$ cat src/rtl/knn_pkg.sv
// Shared definitions for the classifier reporting path: frame constants,
// flag bit positions and the UART transmitter state encoding.
package knn_pkg;

  localparam logic [7:0] SYNC_BYTE      = 8'hA5;
  localparam int         FLAG_CLASS_BIT = 0;
  localparam int         FLAG_KMODE_BIT = 1;

  typedef enum logic [1:0] {
    IDLE  = 2'd0,
    START = 2'd1,
    DATA  = 2'd2,
    STOP  = 2'd3
  } tx_state_e;

endpackage

$ cat src/rtl/uart_tx_byte.sv
// 8N1 byte serialiser, LSB first. A byte is taken when i_valid and o_ready
// are both high. o_ready is high in IDLE and in the very last cycle of the
// stop bit, so a following byte starts with no idle gap between frames.
module uart_tx_byte
  import knn_pkg::*;
#(
  parameter int CLKS_PER_BIT = 868
) (
  input  logic       clk,
  input  logic       reset,
  input  logic       i_valid,
  input  logic [7:0] i_data,
  output logic       o_ready,
  output logic       o_tx,
  output logic       o_busy
);

  localparam int             TW       = (CLKS_PER_BIT > 1) ? $clog2(CLKS_PER_BIT) : 1;
  localparam logic [TW-1:0]  BIT_LAST = TW'(CLKS_PER_BIT - 1);

  tx_state_e     r_state, w_state_nxt;
  logic [TW-1:0] r_timer, w_timer_nxt;
  logic [2:0]    r_bit_idx, w_bit_idx_nxt;
  logic [7:0]    r_shift, w_shift_nxt;
  logic          r_tx, w_tx_nxt;
  logic          r_busy;
  logic          w_bit_end;

  assign w_bit_end = (r_timer == BIT_LAST);

  // Next-state logic: bit timer, bit index, shift register and line level.
  always_comb begin
    w_state_nxt   = r_state;
    w_timer_nxt   = r_timer;
    w_bit_idx_nxt = r_bit_idx;
    w_shift_nxt   = r_shift;
    w_tx_nxt      = r_tx;
    o_ready       = 1'b0;
    case (r_state)
      IDLE: begin
        o_ready  = 1'b1;
        w_tx_nxt = 1'b1;
        if (i_valid) begin
          w_state_nxt = START;
          w_shift_nxt = i_data;
          w_timer_nxt = '0;
          w_tx_nxt    = 1'b0;
        end else begin
          w_timer_nxt = '0;
        end
      end
      START: begin
        if (w_bit_end) begin
          w_state_nxt   = DATA;
          w_timer_nxt   = '0;
          w_bit_idx_nxt = 3'd0;
          w_tx_nxt      = r_shift[0];
        end else begin
          w_timer_nxt = r_timer + TW'(1);
        end
      end
      DATA: begin
        if (w_bit_end) begin
          w_timer_nxt = '0;
          if (r_bit_idx == 3'd7) begin
            w_state_nxt   = STOP;
            w_bit_idx_nxt = 3'd0;
            w_tx_nxt      = 1'b1;
          end else begin
            w_bit_idx_nxt = r_bit_idx + 3'd1;
            w_shift_nxt   = {1'b0, r_shift[7:1]};
            w_tx_nxt      = r_shift[1];
          end
        end else begin
          w_timer_nxt = r_timer + TW'(1);
        end
      end
      STOP: begin
        if (w_bit_end) begin
          o_ready     = 1'b1;
          w_timer_nxt = '0;
          if (i_valid) begin
            w_state_nxt = START;
            w_shift_nxt = i_data;
            w_tx_nxt    = 1'b0;
          end else begin
            w_state_nxt = IDLE;
            w_tx_nxt    = 1'b1;
          end
        end else begin
          w_timer_nxt = r_timer + TW'(1);
        end
      end
      default: begin
        w_state_nxt   = IDLE;
        w_timer_nxt   = '0;
        w_bit_idx_nxt = 3'd0;
        w_tx_nxt      = 1'b1;
      end
    endcase
  end

  // State and output registers; busy is registered alongside the state.
  always_ff @(posedge clk or negedge reset) begin
    if (!reset) begin
      r_state   <= IDLE;
      r_timer   <= '0;
      r_bit_idx <= 3'd0;
      r_shift   <= 8'h00;
      r_tx      <= 1'b1;
      r_busy    <= 1'b0;
    end else begin
      r_state   <= w_state_nxt;
      r_timer   <= w_timer_nxt;
      r_bit_idx <= w_bit_idx_nxt;
      r_shift   <= w_shift_nxt;
      r_tx      <= w_tx_nxt;
      r_busy    <= (w_state_nxt != IDLE);
    end
  end

  assign o_tx   = r_tx;
  assign o_busy = r_busy;

endmodule

$ cat src/rtl/result_uart_tx.sv
// Result reporter: snapshots the classifier result on report and sends it
// as a fixed binary frame (A5, x, y, flags, latency hi, latency lo) over
// a UART line. Defining RESULT_UART_TX_CHECKSUM_EN appends a 7th byte, the
// XOR of bytes 1..5. Reports arriving while a frame is in flight are
// dropped and flagged for one cycle.
module result_uart_tx
  import knn_pkg::*;
#(
  parameter int CLK_HZ = 100000000,
  parameter int BAUD   = 115200
) (
  input  logic        clk,
  input  logic        reset,
  input  logic        report,
  input  logic [7:0]  x_value,
  input  logic [7:0]  y_value,
  input  logic        predicted_class,
  input  logic        k_mode,
  input  logic [15:0] latency,
  output logic        tx,
  output logic        busy,
  output logic        dropped
);

  // Must come out at 2 or more for the serialiser timer to be meaningful.
  localparam int CLKS_PER_BIT = CLK_HZ / BAUD;
`ifdef RESULT_UART_TX_CHECKSUM_EN
  localparam int FRAME_BYTES = 7;
`else
  localparam int FRAME_BYTES = 6;
`endif
  localparam logic [2:0] LAST_IDX = 3'(FRAME_BYTES - 1);

  logic       w_ser_busy, w_ser_ready, w_ser_tx, w_ser_valid;
  logic       w_accept, w_drop, w_last_byte, w_next_req;
  logic [7:0] w_ser_data, w_flags, w_next_byte;
  logic [2:0] w_next_idx;

  logic [7:0] r_x, r_y, r_flags, r_lat_hi, r_lat_lo;
  logic [2:0] r_byte_idx;
  logic       r_dropped;

`ifdef RESULT_UART_TX_CHECKSUM_EN
  logic [7:0] w_checksum;

  function automatic logic [7:0] frame_checksum(input logic [7:0] b1, input logic [7:0] b2,
                                                input logic [7:0] b3, input logic [7:0] b4,
                                                input logic [7:0] b5);
    return b1 ^ b2 ^ b3 ^ b4 ^ b5;
  endfunction

  assign w_checksum = frame_checksum(r_x, r_y, r_flags, r_lat_hi, r_lat_lo);
`endif

  // Only an idle transmitter may take a new frame; otherwise flag a drop.
  assign w_accept    = report & ~w_ser_busy;
  assign w_drop      = report &  w_ser_busy;
  assign w_last_byte = (r_byte_idx == LAST_IDX);
  assign w_next_req  = w_ser_busy & w_ser_ready & ~w_last_byte;
  assign w_next_idx  = r_byte_idx + 3'd1;

  // The sync byte is fed straight through on accept so the start bit
  // appears the cycle after the accepting edge.
  assign w_ser_valid = w_accept | w_next_req;
  assign w_ser_data  = w_accept ? SYNC_BYTE : w_next_byte;

  // Pack the flags byte from the live inputs for capture.
  always_comb begin
    w_flags                 = 8'h00;
    w_flags[FLAG_CLASS_BIT] = predicted_class;
    w_flags[FLAG_KMODE_BIT] = k_mode;
  end

  // Select the frame byte that follows the one currently on the line.
  always_comb begin
    w_next_byte = 8'h00;
    case (w_next_idx)
      3'd0:    w_next_byte = SYNC_BYTE;
      3'd1:    w_next_byte = r_x;
      3'd2:    w_next_byte = r_y;
      3'd3:    w_next_byte = r_flags;
      3'd4:    w_next_byte = r_lat_hi;
      3'd5:    w_next_byte = r_lat_lo;
`ifdef RESULT_UART_TX_CHECKSUM_EN
      3'd6:    w_next_byte = w_checksum;
`endif
      default: w_next_byte = 8'h00;
    endcase
  end

  // Snapshot register: frozen for the whole frame once a report is taken.
  always_ff @(posedge clk or negedge reset) begin
    if (!reset) begin
      r_x      <= 8'h00;
      r_y      <= 8'h00;
      r_flags  <= 8'h00;
      r_lat_hi <= 8'h00;
      r_lat_lo <= 8'h00;
    end else if (w_accept) begin
      r_x      <= x_value;
      r_y      <= y_value;
      r_flags  <= w_flags;
      r_lat_hi <= latency[15:8];
      r_lat_lo <= latency[7:0];
    end
  end

  // Byte sequencer: index of the byte currently being serialised.
  always_ff @(posedge clk or negedge reset) begin
    if (!reset) begin
      r_byte_idx <= 3'd0;
    end else if (w_accept) begin
      r_byte_idx <= 3'd0;
    end else if (w_ser_busy && w_ser_ready) begin
      r_byte_idx <= w_last_byte ? 3'd0 : w_next_idx;
    end
  end

  // One-cycle dropped pulse for a report that arrived mid-frame.
  always_ff @(posedge clk or negedge reset) begin
    if (!reset) begin
      r_dropped <= 1'b0;
    end else begin
      r_dropped <= w_drop;
    end
  end

  uart_tx_byte #(
    .CLKS_PER_BIT(CLKS_PER_BIT)
  ) u_tx_byte (
    .clk    (clk),
    .reset  (reset),
    .i_valid(w_ser_valid),
    .i_data (w_ser_data),
    .o_ready(w_ser_ready),
    .o_tx   (w_ser_tx),
    .o_busy (w_ser_busy)
  );

  assign tx      = w_ser_tx;
  assign busy    = w_ser_busy;
  assign dropped = r_dropped;

endmodule

$ cat config.mk
export PLATFORM = sky130hd
export DESIGN_NAME = result_uart_tx
export DESIGN_NICKNAME = d
export VERILOG_FILES = /design/src/rtl/knn_pkg.sv /design/src/rtl/uart_tx_byte.sv /design/src/rtl/result_uart_tx.sv
export SDC_FILE = /design/constraint.sdc
export NUM_CORES = 1
export LEC_CHECK = 0
export ABC_CLOCK_PERIOD_IN_PS = 6700
export CAP_MARGIN = 20
export CORE_MARGIN = 5
export CORE_UTILIZATION = 30
export DETAILED_ROUTE_END_ITERATION = 16
export PLACE_DENSITY = 0.47
export RECOVER_POWER = 25
export SLEW_MARGIN = 20
export SYNTH_ARGS = -nofsm -noshare
export SYNTH_HDL_FRONTEND = slang
export SYNTH_HIERARCHICAL = 1
export SYNTH_SLANG_ARGS = --single-unit
export TNS_END_PERCENT = 100
$ cat constraint.sdc
create_clock -name clk -period 6.7 [get_ports clk]
set_clock_uncertainty 0.15 [all_clocks]
set_input_delay 1.34 -clock clk [delete_from_list [all_inputs] [get_ports clk]]
set_output_delay 1.34 -clock clk [all_outputs]
set_load 0.02 [all_outputs]
==> flow_summary.toml <==
[yosys]
ys_types = 50
synth_top_family_by_area = "simple AND/OR/NAND/NOR gates"
syn_area_per_cell_um2 = 9.50
yosysWarnings = 6
netlist_area_um2 = 3240
syn_nets = 386
yosys.area_share.xor_xnor = 0.0216
ys_seq_area_frac = 0.487
synthCells = 341
synth_fa_ha_area_frac = 0.0309
synth_mux_area_frac = 0.0950
synth_compound_area_frac = 0.0931
yosys.area_share.simple = 0.227
synth-seq-cells = 63

[critical_path]
cp-startpoint = "report"
regToRegSetupSlack_ns = 3.41
reg2reg_depth = 10
r2r-end = "u_tx_byte/r_shift[6]"
endpoint = "u_tx_byte/r_shift[6]"
cp_max_fo = 38
timing.rr.start = "u_tx_byte/r_timer[0]"
crit_type = "input port to flop"
cp.arrival_ns = 3.62
critical_path.endpoint_type = "flop"
critPathRequiredTime_ns = 6.76
start_kind = "input port"

[clock_network]
cts_resized = 0
clock_latency_ns = 0.34
cts_root_buffer = "clkbuf_8"
clock_sinks = 63
clk_path_buf_depth = 2
holdBufCountCts = 0
htreeDepth = 3
cts_tree = "yes"
path_clk_slew_ns = 0.07
cts_buffers = 9
post_cts_buffers = 0

[global_route]
grt-ovfl-total = 0
grt_pass1_wl_mm = 12.5
grt.total_usage = 0.121
grt_max_degree = 64
grt_pass1_vias = 2492
antenna_found_initial = 0

[power]
swShare = 0.227
p_int_mw = 0.597
p_seq_frac = 0.513
combPwrFrac = 0.055
p_per_area_nw_per_um2 = 199
p_switching_mw = 0.176
p_leak_nw = 1.86
vdd_drop_max_mv = 0.106
pwr-share-clk = 0.432

[routing]
routedWlPerCell_um = 13.7
vias_per_cell = 4.58
drt-pass1-iter-count = 4
routed_wl_mm = 7.13
vias = 2379
drtAntennaViolNets = 0
drcViolationCount = 0
drt_iter0_markers = 114

[die]
start_util = 0.303
die_area_um2 = 13000
core_um2 = 10700
die_h_um = 114
num_io_pins = 40
die_w_um = 114
rows = 38

[cells_and_area]
multi_input_area_um2 = 1510
drive_above_1_share = 0.108
diodes = 0
layout.nets = 419
synthToLayoutAreaGrowth_pct = 20.1
instances_no_fill = 519
fillers = 1135
regArea_um2 = 1580

[timing]
finalMaxSlewViolations = 0
hold_viol_final = 0
tightest_slew_ns = 0.833
fin_crit_ns = 3.56
fin_tns_setup_ns = 0
finalSetupViolations = 0
max_freq_mhz = 281
slew_headroom = 0.445
period_share = 0.531
rsz0062_at_grt = "false"

[min_path]
min_path_type = "flop to flop"
hp-start = "r_lat_lo[3]"
whs_path_depth = 2

[status]
outcome = "finished clean"

[placement]
dp_hpwl_mm = 4.79
dp_cells = 503
port_buffers = 39
place.gp.congestion = 0.732

[job]
maxCapViolCount = 0
[worst max-delay path, cell delays in order]
cell,delay [ns]
dlygate4sd3_1,0.61
nand2b_1,0.08
buf_4,0.25
o21ai_1,0.30
a21oi_1,0.18
a211oi_4,0.47
mux2_2,0.39
[power groups by stage]
| stage | Clock [mW] | Sequential (mW) | Combinational [mW] |
|---|---|---|---|
| global placement | 0 | 0.404 | 0.0435 |
| detailed placement | 0 | 0.404 | 0.0439 |
| finish | 0.334 | 0.397 | 0.0425 |
| CTS | 0.348 | 0.397 | 0.0441 |
| global route | 0.366 | 0.398 | 0.0482 |
| floorplan | 0 | 0.403 | 0.0111 |
[kinds of logic (layout without fill, tap and decap cells)]
| logic type | Yosys count | after routing |
|---|---|---|
| XOR/XNOR | 8 | 8 |
| AO/OA/AOI/OAI | 41 | 41 |
| multiplexers | 28 | 28 |
| buffers and inverters | 26 | 64 |
| adder cells (fa/ha/maj) | 8 | 8 |
| flip-flops | 63 | 63 |
| AND/OR/NAND/NOR | 167 | 167 |
[Yosys cell counts, drive strengths merged]
master / number / area share
inv: 6 / 0.0069
nor3b: 1 / 0.0023
o221ai: 1 / 0.0027
nor4b: 1 / 0.0027
nand2: 110 / 0.13
buf: 14 / 0.032
and2: 2 / 0.0039
o2bb2ai: 1 / 0.0027
and4bb: 1 / 0.0039
and2b: 1 / 0.0023
clkbuf: 6 / 0.0069
nand4: 4 / 0.0077
a21o: 3 / 0.0069
dfstp: 1 / 0.0081
mux2: 22 / 0.076
a211oi: 2 / 0.0085
nor2b: 7 / 0.014
a21oi: 3 / 0.0046
dfrtp: 62 / 0.48
nand2b: 3 / 0.0058
a22oi: 3 / 0.0069
xor2: 6 / 0.016
mux2i: 6 / 0.019
or2: 1 / 0.0019
o21ai: 8 / 0.012
or2b: 1 / 0.0023
o31ai: 1 / 0.0023
a221oi: 1 / 0.0027
nor4: 1 / 0.0019
nor2: 18 / 0.021
ha: 8 / 0.031
xnor2: 2 / 0.0054
a31oi: 4 / 0.0077
o311ai: 1 / 0.0027
a2bb2oi: 3 / 0.0081
nand3: 10 / 0.017
and4: 1 / 0.0027
and3: 4 / 0.0081
a32o: 2 / 0.0062
nor3: 1 / 0.0015
o21a: 2 / 0.0046
o211ai: 6 / 0.014
[placed cells by master (no fill, tap or decap), types with 3 or more instances in the layout]
cell type,count
dfrtp_1,62
a2bb2oi_1,3
xor2_1,6
mux2i_1,6
o21ai_0,6
a22oi_1,3
ha_1,8
and3_1,3
nor2b_1,6
buf_4,3
mux2_1,6
a31oi_1,4
clkinvlp_4,3
nor2_1,18
clkbuf_8,10
nand2b_1,3
a21oi_1,3
nand2_1,110
o211ai_1,6
mux2_2,16
inv_1,6
nand3_1,10
nand4_1,4
a21o_1,3
clkdlybuf4s50_1,37
[state kept, by name, summed over array words and instances (netlist names), 2 cells and up]
register and cells:
u_tx_byte/r_timer 10, u_tx_byte/r_shift 8, r_byte_idx 3, r_flags 2, r_lat_lo 8, r_y 8
r_x 8, u_tx_byte/r_bit_idx 3, u_tx_byte/r_state 2, r_lat_hi 8
[metal layers]
metal	track usage	vias to the layer above	wire (um)
met4	0.0348	0	47
li1	-	1217	-
met5	0	-	0
met1	0.159	1118	3450
met2	0.189	40	3350
met3	0.0408	4	285
[per-stage QoR]
stage                     power [mW]  setup slack, ns   util  area, um2  hold WS, ns
after floorplan                0.414             3.65      -       3240        0.287
after global placement         0.447             2.87  0.346       3700        0.303
after detailed placement       0.448             2.84  0.346       3700        0.312
after CTS                      0.789             3.20  0.364       3900        0.331
after global routing           0.812             2.98  0.364       3890        0.353
final                          0.773             3.14  0.364       3890        0.326
[worst min path at each step]
| stage | end | slack, ns |
|---|---|---|
| after CTS | r_lat_hi[3] | 0.33 |
| after global routing | r_lat_lo[2] | 0.35 |
| final | r_lat_lo[3] | 0.33 |
| after floorplan | r_y[0] | 0.29 |
| after detailed placement | r_lat_hi[3] | 0.31 |
| after global placement | r_y[0] | 0.30 |
[final cells by class]
type / instances / area share
sequential: 63 / 0.405
multi-input combinational: 252 / 0.388
timing repair buffer: 42 / 0.105
tap: 140 / 0.0450
clock buffer: 11 / 0.0363
clock inverter: 5 / 0.0148
inverter: 6 / 0.00579
Note: power is estimated with default switching activity, not from simulation.
